$ cat src/rtl/preg_alloc_ctrl.sv
// Physical-register free-list controller: 2-wide allocate, 2-wide free, per-tag head checkpoints.
// Optional build macro PREG_ALLOC_STATS_EN adds stall_cycles / alloc_count counters.
module preg_alloc_ctrl #(
  parameter int NUM_PREGS              = 64,
  parameter int NUM_AREGS              = 32,
  parameter int MAX_PREDICT_DEPTH_BITS = 2
) (
  input  logic                              clk,
  input  logic                              reset,
  input  logic [1:0]                        alloc_req,
  output logic                              alloc_grant,
  output logic [$clog2(NUM_PREGS)-1:0]      preg1,
  output logic [$clog2(NUM_PREGS)-1:0]      preg2,
  output logic [$clog2(NUM_PREGS):0]        num_free,
  input  logic                              free_valid_1,
  input  logic [$clog2(NUM_PREGS)-1:0]      free_preg_1,
  input  logic                              free_valid_2,
  input  logic [$clog2(NUM_PREGS)-1:0]      free_preg_2,
  input  logic                              ckpt_valid,
  input  logic [MAX_PREDICT_DEPTH_BITS-1:0] ckpt_tag,
  input  logic                              shootdown,
  input  logic [MAX_PREDICT_DEPTH_BITS-1:0] shootdown_tag
`ifdef PREG_ALLOC_STATS_EN
  ,
  output logic [31:0]                       stall_cycles,
  output logic [31:0]                       alloc_count
`endif
);

  localparam int PW    = $clog2(NUM_PREGS);
  localparam int NT    = 1 << MAX_PREDICT_DEPTH_BITS;
  localparam int NINIT = NUM_PREGS - NUM_AREGS;
  localparam logic [PW:0] INIT_FREE = NINIT[PW:0];

  logic [PW-1:0] fl   [NUM_PREGS];
  logic [PW:0]   ckpt [NT];
  logic [PW:0]   head;
  logic [PW:0]   tail;
  logic [PW:0]   num_free_q;

  logic [1:0]    req_eff;
  logic [PW:0]   req_ext;
  logic [PW:0]   free_cnt;
  logic [PW:0]   head_alloc;
  logic [PW:0]   head_next;
  logic [PW:0]   tail_next;
  logic [PW:0]   nf_next;
  logic [PW-1:0] head_idx1;
  logic [PW-1:0] tail_idx2;

  // Handshake: rename drives alloc_req (a count, 0..2) every cycle; the pregs on
  // preg1/preg2 are consumed only in a cycle where alloc_grant is 1. With
  // alloc_grant 0 nothing is taken and rename must hold the request and retry.
  always_comb begin
    req_eff     = (alloc_req == 2'd3) ? 2'd0 : alloc_req;
    req_ext     = {{(PW-1){1'b0}}, req_eff};
    alloc_grant = reset && !shootdown && (req_ext <= num_free_q);
    free_cnt    = {{(PW-1){1'b0}}, ({1'b0, free_valid_1} + {1'b0, free_valid_2})};
    head_alloc  = alloc_grant ? (head + req_ext) : head;
    head_next   = shootdown ? ckpt[shootdown_tag] : head_alloc;
    tail_next   = tail + free_cnt;
    nf_next     = tail_next - head_next;
    head_idx1   = head[PW-1:0] + PW'(1);
    // Second free lands behind the first only when the first is valid.
    tail_idx2   = tail[PW-1:0] + (free_valid_1 ? PW'(1) : PW'(0));
  end

  assign preg1    = fl[head[PW-1:0]];
  assign preg2    = fl[head_idx1];
  assign num_free = num_free_q;

  always_ff @(posedge clk or negedge reset) begin
    if (!reset) begin
      for (int i = 0; i < NUM_PREGS; i++) begin
        fl[i] <= (i < NINIT) ? PW'(NUM_AREGS + i) : '0;
      end
      for (int t = 0; t < NT; t++) begin
        ckpt[t] <= '0;
      end
      head       <= '0;
      tail       <= INIT_FREE;
      num_free_q <= INIT_FREE;
    end else begin
      if (free_valid_1) fl[tail[PW-1:0]] <= free_preg_1;
      if (free_valid_2) fl[tail_idx2]    <= free_preg_2;
      head       <= head_next;
      tail       <= tail_next;
      num_free_q <= nf_next;
      if (ckpt_valid && !shootdown) ckpt[ckpt_tag] <= head_alloc;
    end
  end

`ifdef PREG_ALLOC_STATS_EN
  logic [32:0] alloc_sum;
  assign alloc_sum = {1'b0, alloc_count} + {31'd0, req_eff};

  always_ff @(posedge clk or negedge reset) begin
    if (!reset) begin
      stall_cycles <= '0;
      alloc_count  <= '0;
    end else begin
      if ((req_eff != 2'd0) && !alloc_grant && (stall_cycles != 32'hFFFF_FFFF))
        stall_cycles <= stall_cycles + 32'd1;
      if (alloc_grant)
        alloc_count <= alloc_sum[32] ? 32'hFFFF_FFFF : alloc_sum[31:0];
    end
  end
`endif

`ifndef SYNTHESIS
  // Commit freeing more than it owes, or rename asking for 3, is an upstream bug.
  always @(posedge clk) begin
    if (reset) begin
      assert (alloc_req != 2'd3) else $error("preg_alloc_ctrl: illegal alloc_req=3");
      assert (nf_next <= INIT_FREE) else $error("preg_alloc_ctrl: free list overflow");
    end
  end
`endif

endmodule

$ cat config.mk
export PLATFORM = sky130hd
export DESIGN_NAME = preg_alloc_ctrl
export DESIGN_NICKNAME = d
export VERILOG_FILES = /design/src/rtl/preg_alloc_ctrl.sv
export SDC_FILE = /design/constraint.sdc
export NUM_CORES = 1
export LEC_CHECK = 0
export CELL_PAD_IN_SITES_DETAIL_PLACEMENT = 1
export CELL_PAD_IN_SITES_GLOBAL_PLACEMENT = 1
export CORE_AREA = 2 2 245 247
export DETAILED_ROUTE_END_ITERATION = 8
export DIE_AREA = 0 0 247 249
export DONT_BUFFER_PORTS = 1
export GPL_TIMING_DRIVEN = 0
export PLACE_DENSITY_LB_ADDON = 0.1
export RECOVER_POWER = 25
export SYNTH_ARGS = -nofsm -noshare
export SYNTH_HDL_FRONTEND = slang
export SYNTH_SLANG_ARGS = --single-unit
$ cat constraint.sdc
create_clock -name clk -period 3.35 [get_ports clk]
set_input_delay 0.5025 -clock clk [delete_from_list [all_inputs] [get_ports clk]]
set_output_delay 0.5025 -clock clk [all_outputs]
set_load 0.05 [all_outputs]
-- After elaboration in Yosys (flattened, before gate mapping)
Index checks and enable logic that the tools add are counted.
- muxes and demuxes: 24
- bitwise gates (word level): 6
- magnitude comparators: 10
- add/sub/neg operators: 6
- eq/ne operators: 1
- reductions and logical operators: 7
- operators with widths (operator ; number):
    $bwmux W384 ; 2
    $mux W384 ; 2
    $bmux W6 S6 ; 2
    $demux W6 S6 ; 2
    $mux W6 ; 6
    $mux W7 ; 5
    $bwmux W28 ; 1
    $ge A7 B7 Y1 const B ; 4
    $not A6 Y7 ; 4
    $add A7 B2 Y7 ; 2
    $bmux W7 S2 ; 1
    $demux W7 S2 ; 1
    $lt A7 B1 Y1 const B ; 2
    $le A2 B7 Y1 ; 1
    $sub A7 B7 Y7 ; 1
    $add A6 B1 Y6 ; 1
    $add A6 B1 Y6 const B ; 1
    $ge A3 B3 Y1 const B ; 2
    $logic_and A1 B1 Y1 ; 6
    $not A2 Y3 ; 2
    $lt A3 B1 Y1 const B ; 1
    $add A1 B1 Y2 ; 1
    $eq A2 B2 Y1 const B ; 1
    $mux W2 ; 1
    other kinds (2) ; 2
- register bits after elaboration: 433
- logic and storage cells: 125
- output and inout bits: 20

-- Longest topological paths before layout
- depth in word-level cells: 9
- mapped depth: 17

-- Least setup slack after synthesis
Ideal clock, no wire load.
- kind: reg-to-reg
- from: reg num_free_q[0], in the netlist num_free[0]
- to: reg num_free_q[6], in the netlist num_free[6]
- data arrival time: 3.848 ns
- buffers on the path: 0
- stages on the path, launching flop included: 15
- library setup time: 0.080 ns
- setup slack: -0.578 ns
- required time: 3.270 ns
- path through: dfrtp_1 > ha_1 > or2_2 > maj3_1 > o21a_1 > mux2i_1 > a21oi_1 > ha_1 > fa_1 > inv_1 > a21o_1 > a21oi_1 > o21ai_0 > xor2_1 > xnor2_1
- longest elaborated chain between the ends: 5
- ends and longest elaborated chain (element ; RTL line ; text):
    start, declared ; 39 ; logic [PW:0] num_free_q;
    start signal, assigned ; 88 ; num_free_q <= nf_next;
    $le A2 B7 Y1 ; 57 ; alloc_grant = reset && !shootdown && (req_ext <= num_free_q);
    $logic_and A1 B1 Y1 ; 57 ;
    named net alloc_grant ; 11 ; output logic alloc_grant,
    $mux W7 ; 59 ; head_alloc = alloc_grant ? (head + req_ext) : head;
    $mux W7 ; 60 ; head_next = shootdown ? ckpt[shootdown_tag] : head_alloc;
    named net head_next[0] ; 45 ; logic [PW:0] head_next;
    $sub A7 B7 Y7 ; 62 ; nf_next = tail_next - head_next;
    named net nf_next[6] ; 47 ; logic [PW:0] nf_next;
The timed path passes the listed nets, and every way through them passes these cells.
A chain may end at the register's enable or synchronous reset.

-- Worst setup path in the final report
- from: reg head[0]
- to: out preg2[1]
- longest elaborated chain between the ends: 5
- ends and longest elaborated chain (element ; RTL line ; text):
    start, declared ; 37 ; logic [PW:0] head;
    start signal, assigned ; 86 ; head <= head_next;
    $add A6 B1 Y6 ; 63 ; head_idx1 = head[PW-1:0] + PW'(1);
    $not A6 Y7 (implied by the code) ; 69 ; assign preg2 = fl[head_idx1];
    $bmux W6 S6 ; 69 ;
    $mux W6 (implied by the code) (2 in a row) ; 69 ;
    end, declared ; 13 ; output logic [$clog2(NUM_PREGS)-1:0] preg2,
No other way between the ends. The select of a mux whose other input is x is not followed.

==> results.txt <==
The count of maximum capacitance violations came out at 2. During synthesis, Yosys emitted a total of 0 warnings. The post-synthesis area per instance was 12.95 um^2.

The analysis attributes to net switching a power of 15.32 mW. The DRC violation count after routing was 0; the share of power burned in the clock network was 16.3%. The clock passes through at most 3 buffers.

The y dimension of the die came out at 249 um. The number of CTS-inserted buffers came out at 51. The share of flip-flops with an asynchronous set or reset was 100.0%; the number of input and output port buffers inserted was 0. The finished cells cover 32940 um^2. The number of cells in the finished layout apart from fillers is 3119. Of all cell types, the one taking the most synthesized area is dfrtp_1. The combinational power share was 56.1%; the first-iteration detailed-routing DRC count was 2188. On the worst path, the slowest cell contributes a delay of 0.62 ns.

The number of antenna violations at the first check in global routing is 4, and the count of fill cells added during filler insertion is 5722. The worst-case setup slack after placement was -1.673 ns. The synthesized flop and latch total was 433. The checks that failed: negative hold slack, max-capacitance violations, max-slew violations, negative setup slack.

For the layout net count, the log shows 2344. For the I/O pin count, the log shows 44. Of the cells placed in the final design, the portion with a size suffix greater than 1 is 57.61%.

The run gives 12.31% as the met3 capacity usage during global routing. Routability-driven placement finished with a final weighted congestion of 0.9934. In this run the clock root is driven by a clkbuf_16. Of the synthesized area, sequential elements account for 38.27%. TritonCTS built the clock tree.

Setup repair after global routing could not meet its margin everywhere. The initial utilization of the core area, before any placement, comes to 48.88%. The type of the tightest min-delay check was in2async. The global routing stage identified its most utilized layer as met2. The run gives 435 as the largest net degree at the start of global routing. The run finished, with violations left. The total number of clock tree sinks was 433; the area of the die was 61500 um^2. The floorplan step set the die width to 247 um. Summed over all cells, the static leakage comes to 13.31 nW. Of the total power, the share spent switching nets is 43.29%. Across every metal layer, demand over resource in global routing totals 40.17%.

The placed instances occupy a cell area of 29710 um^2. The worst setup path is launched from a flop. Dividing total power by cell area gives a power density of 1075 nW/um^2. Dividing the final minimum period by the clock period gives 116.4%. STA puts the critical path data required time at 2.85 ns. For this run, the leading register cell type out of synthesis is dfrtp_1. Unique cell type count in the Yosys netlist: 63. The fraction of the core area covered by cells at the end of the flow was 56.13%; the number of nets still failing antenna checks after routing was 0. Data on the critical path arrives at its endpoint at 3.40 ns. Compared with the post-synthesis result, the final layout area differs by 14.83%.

The routed layout has 21720 vias. Average routed wire per standard cell: 39.37 um. The design draws 35.40 mW.

The tools report the final hold violation count as 67. The average vias per placed instance works out to 6.963. The final layout contains routed wiring with a total length of 122800 um. The logs give 22760 for the via count of the first global-routing pass and 2 for the maximum level of the CTS H-tree. Clock skew after layout: 0.01327 ns. The first global-routing pass estimated 173200 um of wire. The number of placed instances, taps included, is 2988. In this run the tightest slew margin relative to its limit is -131.3%.

Global routing consumed, on the met1 layer, 52.21% of the routing resources. Sequential cells account for 27.6% of the total power. Ranked by total cell area, the synthesized netlist is headed by dfrtp_1 28%, mux2_2 26%, mux4_2 17%.

Slowest cell on the critical path: mux4_2. At the pin with the least slew margin, the transition time is 3.469 ns. Counting every net in the synthesized netlist gives 2254.

The number of enable-type register cells in the synthesized netlist came out at 0. Clock transition time at the flip-flop clock pins of the worst setup and hold paths: 0.06 ns. The critical path goes through ha_4 -> buf_12 -> buf_12 -> mux4_2 -> mux4_2 -> o21ai_4 -> o21ai_4. The logs give 89 for the row count and 74 for the final setup violation count.

The logs give 0.7140 mV for the largest vdd supply drop and 20.07 mW for the internal power component. The logs give -0.5498 ns for the worst setup slack after layout and 28690 um^2 for the cell area after technology mapping. For this run, global-route usage on met2 was measured as 59.67%. The insertion delay to the later sink of the worst-skew pair was 0.62 ns; the setup TNS after final layout was -8.729 ns. Summed over all layers, the global routing overflow is 0.

The worst setup path is captured at an output pin. The first detailed-routing pass ran for 7 iterations. Detailed placement finished with a half-perimeter wire length of 88190 um. The tools report the maximum operating frequency as 256.4 MHz.

By startpoint and endpoint, the worst setup path is classified as reg2out. The worst hold margin is -0.3907 ns. The max-slew violation total from the final report was 363; the largest fanout on the critical path was 8. The setup check on the worst reg-to-reg path leaves a slack of -0.37 ns.

Synthesis produced a netlist whose cell count is 2215. After floorplanning, the core was sized to cover 58690 um^2. Subtracting the final worst setup slack from the clock period gives 3.900 ns. The area fraction of the dominant cell type after synthesis came out at 27.83%.
power by group through the flow:
| stage | Combinational (mW) | Sequential (mW) | Clock [mW] |
|---|---|---|---|
| finish | 19.9 | 9.75 | 5.77 |
| global route | 20.4 | 9.96 | 6.02 |
| CTS | 18.9 | 9.63 | 5.80 |
| detailed placement | 17.0 | 9.69 | 0 |
| global placement | 16.6 | 9.49 | 0 |
| floorplan | 11.9 | 8.86 | 0 |
per-layer routing:
layer | routed length, um | share of wire (%) | up-vias
met4 | 8091 | 6.6 | 8
li1 | - | - | 8547
met3 | 12710 | 10 | 362
met2 | 54750 | 45 | 1189
met5 | 58 | 0.047 | -
met1 | 47180 | 38 | 11610
layout by cell type, fill, tap and decap left out, types with 13 or more instances in the layout:
cell and instances:
mux2_2 665, dfrtp_1 316, mux4_2 217, nand2_1 158, dfstp_2 114, clkbuf_1 96, nor2_1 86, mux2i_1 70
o21ai_0 53, clkbuf_16 53, buf_4 44, a21oi_1 31, nand3_1 26, nor2_4 25, buf_2 23, clkbuf_8 23
nor2b_1 15, buf_12 14, inv_1 13, o21ai_4 13
logic make-up after synthesis:
group / synth area share, %
fa+ha+maj: 0.7415
flops: 38.27
buf+inv: 3.066
xor+xnor: 0.8855
simple gates: 6.682
compound gates: 3.996
mux: 46.36
final timing paths:
check | from | to | cells past startpoint
worst min register to register | ckpt[0] | ckpt[0] | 2
worst max register to register | num_free[0] | num_free[6] | 14
worst max-delay path | head[0] | preg2[1] | 7
min in group clk | free_valid_2 | tail[0] | 1
worst min-delay path | reset | fl[314] | 0
max in group asynchronous | reset | fl[278] | 0
cell type report:
cell class | instances | area (um^2) | area share, %
multi-input combinational | 1589 | 17550 | 53.27
sequential | 433 | 10980 | 33.34
clock buffer | 84 | 1622 | 4.923
buffer | 178 | 1285 | 3.901
tap | 773 | 967.2 | 2.936
timing repair buffer | 37 | 389.1 | 1.181
clock inverter | 9 | 88.84 | 0.2697
inverter | 15 | 56.30 | 0.1709
antenna | 1 | 2.502 | 0.007597
worst max-delay path, delay by kind of cell (launching register included):
family                   cells  cell delay, ns
multiplexers                 2            1.17
AO/OA/AOI/OAI                2            0.54
flip-flops                   1            0.44
buffers and inverters        2            0.30
adder cells (fa/ha/maj)      1            0.29
flip-flops by register name, indices dropped and copies added (netlist names):
name,cells
tail,7
ckpt,28
num_free,7
head,7
fl,384
cells in the mapped netlist, drive strengths merged (3+ instances only):
| cell type | n |
|---|---|
| mux2 | 674 |
| dfrtp | 319 |
| mux4 | 217 |
| nand2 | 171 |
| nor2 | 117 |
| dfstp | 114 |
| clkbuf | 96 |
| buf | 82 |
| mux2i | 82 |
| o21ai | 76 |
| a21oi | 43 |
| nand3 | 33 |
| nor2b | 17 |
| nor3 | 17 |
| xnor2 | 17 |
| a211oi | 14 |
| inv | 14 |
| ha | 13 |
| o22ai | 9 |
| xor2 | 9 |
| a21o | 8 |
| nand2b | 7 |
| a221oi | 6 |
| a22oi | 6 |
| a32o | 6 |
| nand4 | 6 |
| and2 | 5 |
| and3 | 4 |
| nand3b | 4 |
| or2 | 4 |
| o211ai | 3 |
repair_timing:
action | CTS | global route
endpoints found under the hold margin | 433 | 427
resized for setup | 231 | 56
gates cloned | 3 | 1
setup buffers | 21 | 13
setup endpoints to repair | 44 | 43
pin swaps | 29 | 25
(Power assumes the default switching activity.)
